`config.mk`:
```
export PLATFORM = sky130hd
export DESIGN_NAME = pwm_multi
export DESIGN_NICKNAME = d
export VERILOG_FILES = /design/src/rtl/pwm_multi.sv
export SDC_FILE = /design/constraint.sdc
export NUM_CORES = 1
export LEC_CHECK = 0
export ABC_AREA = 0
export CORE_ASPECT_RATIO = 1.25
export CORE_UTILIZATION = 59
export DETAILED_ROUTE_END_ITERATION = 16
export PLACE_DENSITY = 0.8
export SLEW_MARGIN = 20
export SYNTH_ARGS = -nofsm -noshare
export SYNTH_HDL_FRONTEND = slang
export SYNTH_SLANG_ARGS = --single-unit
export TNS_END_PERCENT = 5
```
`constraint.sdc`:
```
create_clock -name clk -period 3.6 [get_ports clk]
set_clock_uncertainty 0.15 [all_clocks]
set_input_delay 1.08 -clock clk [delete_from_list [all_inputs] [get_ports clk]]
set_output_delay 1.08 -clock clk [all_outputs]
set_load 0.02 [all_outputs]
```
`src/rtl/pwm_multi.sv`:
```
`default_nettype none
// ============================================================================
// pwm_multi : multi-channel PWM on one shared prescaled period counter, with
//             handshaked duty shadow applied at period boundaries. Rev 1.0
// ============================================================================
module pwm_multi #(
  parameter int WIDTH      = 8,
  parameter int CHANNELS   = 2,
  parameter int PRESCALE_W = 4
) (
  input  logic                      clk,
  input  logic                      nrst,
  input  logic                      en,
  input  logic                      full_mode,
  input  logic [PRESCALE_W-1:0]     prescale,
  input  logic [CHANNELS*WIDTH-1:0] sample,
  input  logic                      sample_valid,
  output logic                      sample_ready,
  output logic                      period_end,
  output logic [CHANNELS-1:0]       pwm_o
);

  localparam logic [WIDTH-1:0] c_cnt_max = '1;

  logic [PRESCALE_W-1:0]     r_pre_cnt;
  logic [WIDTH-1:0]          r_count;
  logic [CHANNELS*WIDTH-1:0] r_active;
  logic [CHANNELS*WIDTH-1:0] r_shadow;
  logic                      r_shadow_full;

  logic w_tick;
  logic w_wrap;
  logic w_accept;
  logic w_apply;

  // A prescale lowered below the running pre_cnt lets pre_cnt wrap naturally.
  assign w_tick   = en && (r_pre_cnt == prescale);
  assign w_wrap   = w_tick && (r_count == c_cnt_max);
  assign w_accept = sample_valid && !r_shadow_full;
  // While disabled a pending duty is taken at once so it is live at enable.
  assign w_apply  = r_shadow_full && (!en || w_wrap);

  assign sample_ready = !r_shadow_full;
  assign period_end   = w_wrap;

  always_ff @(posedge clk or negedge nrst) begin
    if (!nrst) begin
      r_pre_cnt <= '0;
      r_count   <= '0;
    end else if (!en) begin
      r_pre_cnt <= '0;
      r_count   <= '0;
    end else if (w_tick) begin
      r_pre_cnt <= '0;
      r_count   <= r_count + 1'b1;
    end else begin
      r_pre_cnt <= r_pre_cnt + 1'b1;
    end
  end

  always_ff @(posedge clk or negedge nrst) begin
    if (!nrst) begin
      r_active      <= '0;
      r_shadow      <= '0;
      r_shadow_full <= 1'b0;
    end else if (w_apply) begin
      r_active      <= r_shadow;
      r_shadow_full <= 1'b0;
    end else if (w_accept) begin
      r_shadow      <= sample;
      r_shadow_full <= 1'b1;
    end
  end

  for (genvar gi = 0; gi < CHANNELS; gi++) begin : g_ch
    logic [WIDTH-1:0] w_duty;
    assign w_duty    = r_active[gi*WIDTH +: WIDTH];
    assign pwm_o[gi] = en && ((r_count < w_duty) ||
                              (full_mode && (w_duty == c_cnt_max)));
  end

endmodule
`default_nettype wire
```
==> out/metrics.cfg <==
[timing]
timing.fmax_mhz=282.8
worst_slew_pin_slew_ps=970.3
setup_violations=0
layout_setup_ws_ps=63.50
period_share=0.9824
fin_crit_ps=3537
hold_viol=0
slew_headroom=0.3532
drv_slew=0

[pwr]
clockPowerShare=0.216
p_switching_mw=0.4166
sequentialPowerShare=0.524
internal_power_mw=0.9690
power_density_nw_per_um2=501.8
ir_worst_vdd_mv=0.3825
leakagePower_nw=1.281
comb_power_share=0.260
swShare=0.3006

[cts]
cts_root_buffer=clkbuf_8
cts_setup_buffers=0
numCtsBuffers=5
clockBufferDepth=2
cts_tree=yes
numClockSinks=45
ctsHoldBuffers=0
clock_latency_ps=290
path_clk_slew_ps=80
h-tree-depth=2

[yosys]
synth.area.top_cells=dfrtp_1, mux2_2, ha_1
syn_area_um2=2280
synth_fp_nets=235
syn_avg_cell_area_um2=11.75
ys_ff_latch=45
ys_top_cells_by_count=dfrtp_1, mux2_2, inv_1
ys_async_sr_fraction=1.000
synthFlopType=dfrtp_1
synth-edff-count=0
seq_area_frac_synth=0.4940
synth_top_area_share=0.4940
yosysMostFrequentCell=dfrtp_1
yosys_warnings=0
syn_inst=194
synth_cell_type_count=33
yosys.area.top_type=dfrtp_1

[global_routing]
grt_pass1_vias=1700
grt_antenna_before_repair=0
grt_max_degree=46
grt-ovfl-total=0
grt_usage=0.2429
grt_pass1_wl_mm=7.534

[worst_setup_path]
worst_ep_arrival_time_ps=2310
worst_setup_path_end_kind=primary output
critical_path_peak_fanout=4
start_kind=primary input
worst_ep_required_time_ps=2370
crit_type=primary input to primary output

[finish]
design_area_um2=2761
drive_gt1_frac=0.2629
diodes=0
nNetsFinal=272
syn2layout_area_growth_pct=21.13

[drt]
routed_via_density=5.982
drc=1
first_pass_iters=12
routed_wl_mm=4.513
wl_per_cell_um=16.65
ant_nets=0
drt-initial-drc-count=128
via_count=1621

[placement]
dpl.hpwl_mm=3.333
io_buffers=28
placed_area_um2=2628
gp_congestion=0.9174
dp_slack_ps=-490.3

[floorplanning]
die-area_um2=4118
pin_count=29
core_area_um2=3603
die_w_um=57.60
die_h_um=71.50
fp-row-count=24
initial_core_util=0.6326

[outcome]
status=finished, violations left
violations=design-rule violations

[min_path]
min_path_type=flip-flop to flip-flop

[job]
maxCapViolCount=0

-- worst paths after layout --
check	from	to	slack, ps	cells past startpoint
setup / recovery	en	pwm_o[1]	60	7
hold / removal	r_shadow[0]$_DFFE_PN0P_	r_shadow[0]$_DFFE_PN0P_	360	1
setup reg to reg	r_count[0]$_DFFE_PN0P_	r_active[15]$_DFFE_PN0P_	1450	5
hold reg to reg	r_shadow[0]$_DFFE_PN0P_	r_shadow[0]$_DFFE_PN0P_	360	1
max in group asynchronous	nrst	r_shadow[9]$_DFFE_PN0P_	1910	1
min in group asynchronous	nrst	r_pre_cnt[3]$_DFF_PN0_	790	1
-- cells in the final DEF (no fill, tap or decap), types with 3 or more instances in the layout --
cell type / n
inv_1: 20
dfrtp_1: 45
dlymetal6s2s_1: 4
nand3_1: 6
ha_1: 16
o21ai_0: 4
nand2b_1: 3
nand4_1: 6
or4_1: 4
clkbuf_8: 5
nor2_1: 6
mux2_2: 32
o31ai_1: 4
a21oi_1: 8
nand2_1: 6
clkdlybuf4s50_1: 20
xnor2_2: 4
buf_2: 4
buf_4: 7
-- sequential cells by signal, summed over array words and instances (netlist names) --
name	flops
r_active	16
r_shadow	16
r_count	8
r_pre_cnt	4
r_shadow_full	1
-- power by group through the flow --
stage	clock network [mW]	registers [mW]	logic, mW
after floorplan	0	0.698	0.253
after global placement	0	0.722	0.325
after detailed placement	0	0.735	0.354
after CTS	0.309	0.725	0.360
after global routing	0.327	0.745	0.404
final	0.300	0.726	0.360
-- final cells by class --
type                    count  area, um^2
inverters                  20       75.07
clock buffers               6       72.57
fillers                   270       842.1
well taps                  39       48.80
multi-input cells         124        1101
flip-flops and latches     45        1126
repair buffers             35       322.8
clock inverters             2       15.01
-- per-stage QoR --
stage	power [mW]	TNS (ps)	hold slack [ps]	instances	utilization
2_1_floorplan	0.9516	0	319.2	194	-
3_3_place_gp	1.047	-1097	334.8	263	0.7292
3_5_place_dp	1.089	-1289	348.1	263	0.7292
4_1_cts	1.395	-12.79	367.2	271	0.7556
5_1_grt	1.475	-8.181	379.3	271	0.7663
6_report	1.386	0	361.9	271	0.7663
-- layer usage --
metal | wire length [um] | vias to the layer above | track usage
li1 | - | 766 | -
met1 | 1800 | 800 | 0.2780
met2 | 2461 | 41 | 0.4419
met3 | 157 | 14 | 0.04513
met4 | 94 | 0 | 0.09485
met5 | 0 | - | 0
-- worst max-delay path: stages --
cell and delay [ps]:
clkdlybuf4s50_1 480, buf_4 130, nand2_1 90, nor3_2 180, a21oi_1 70, nand2_1 100
buf_2 170
-- cell families (layout without fill, tap and decap cells) --
family                   after synthesis  after routing  synth area share
flip-flops                            45             45            0.4940
AND/OR/NAND/NOR                       40             40           0.09661
multiplexers                          33             33            0.1625
AO/OA/AOI/OAI                         28             28           0.08671
buffers and inverters                 25             63           0.04555
adder cells (fa/ha/maj)               16             16           0.08781
XOR/XNOR                               7              7           0.02689
-- repair_timing --
item,CTS,global route
pin swaps,0,5
gates resized for setup,17,8
endpoints found under the setup margin,3,1
Note: power is estimated with default switching activity, not from simulation.
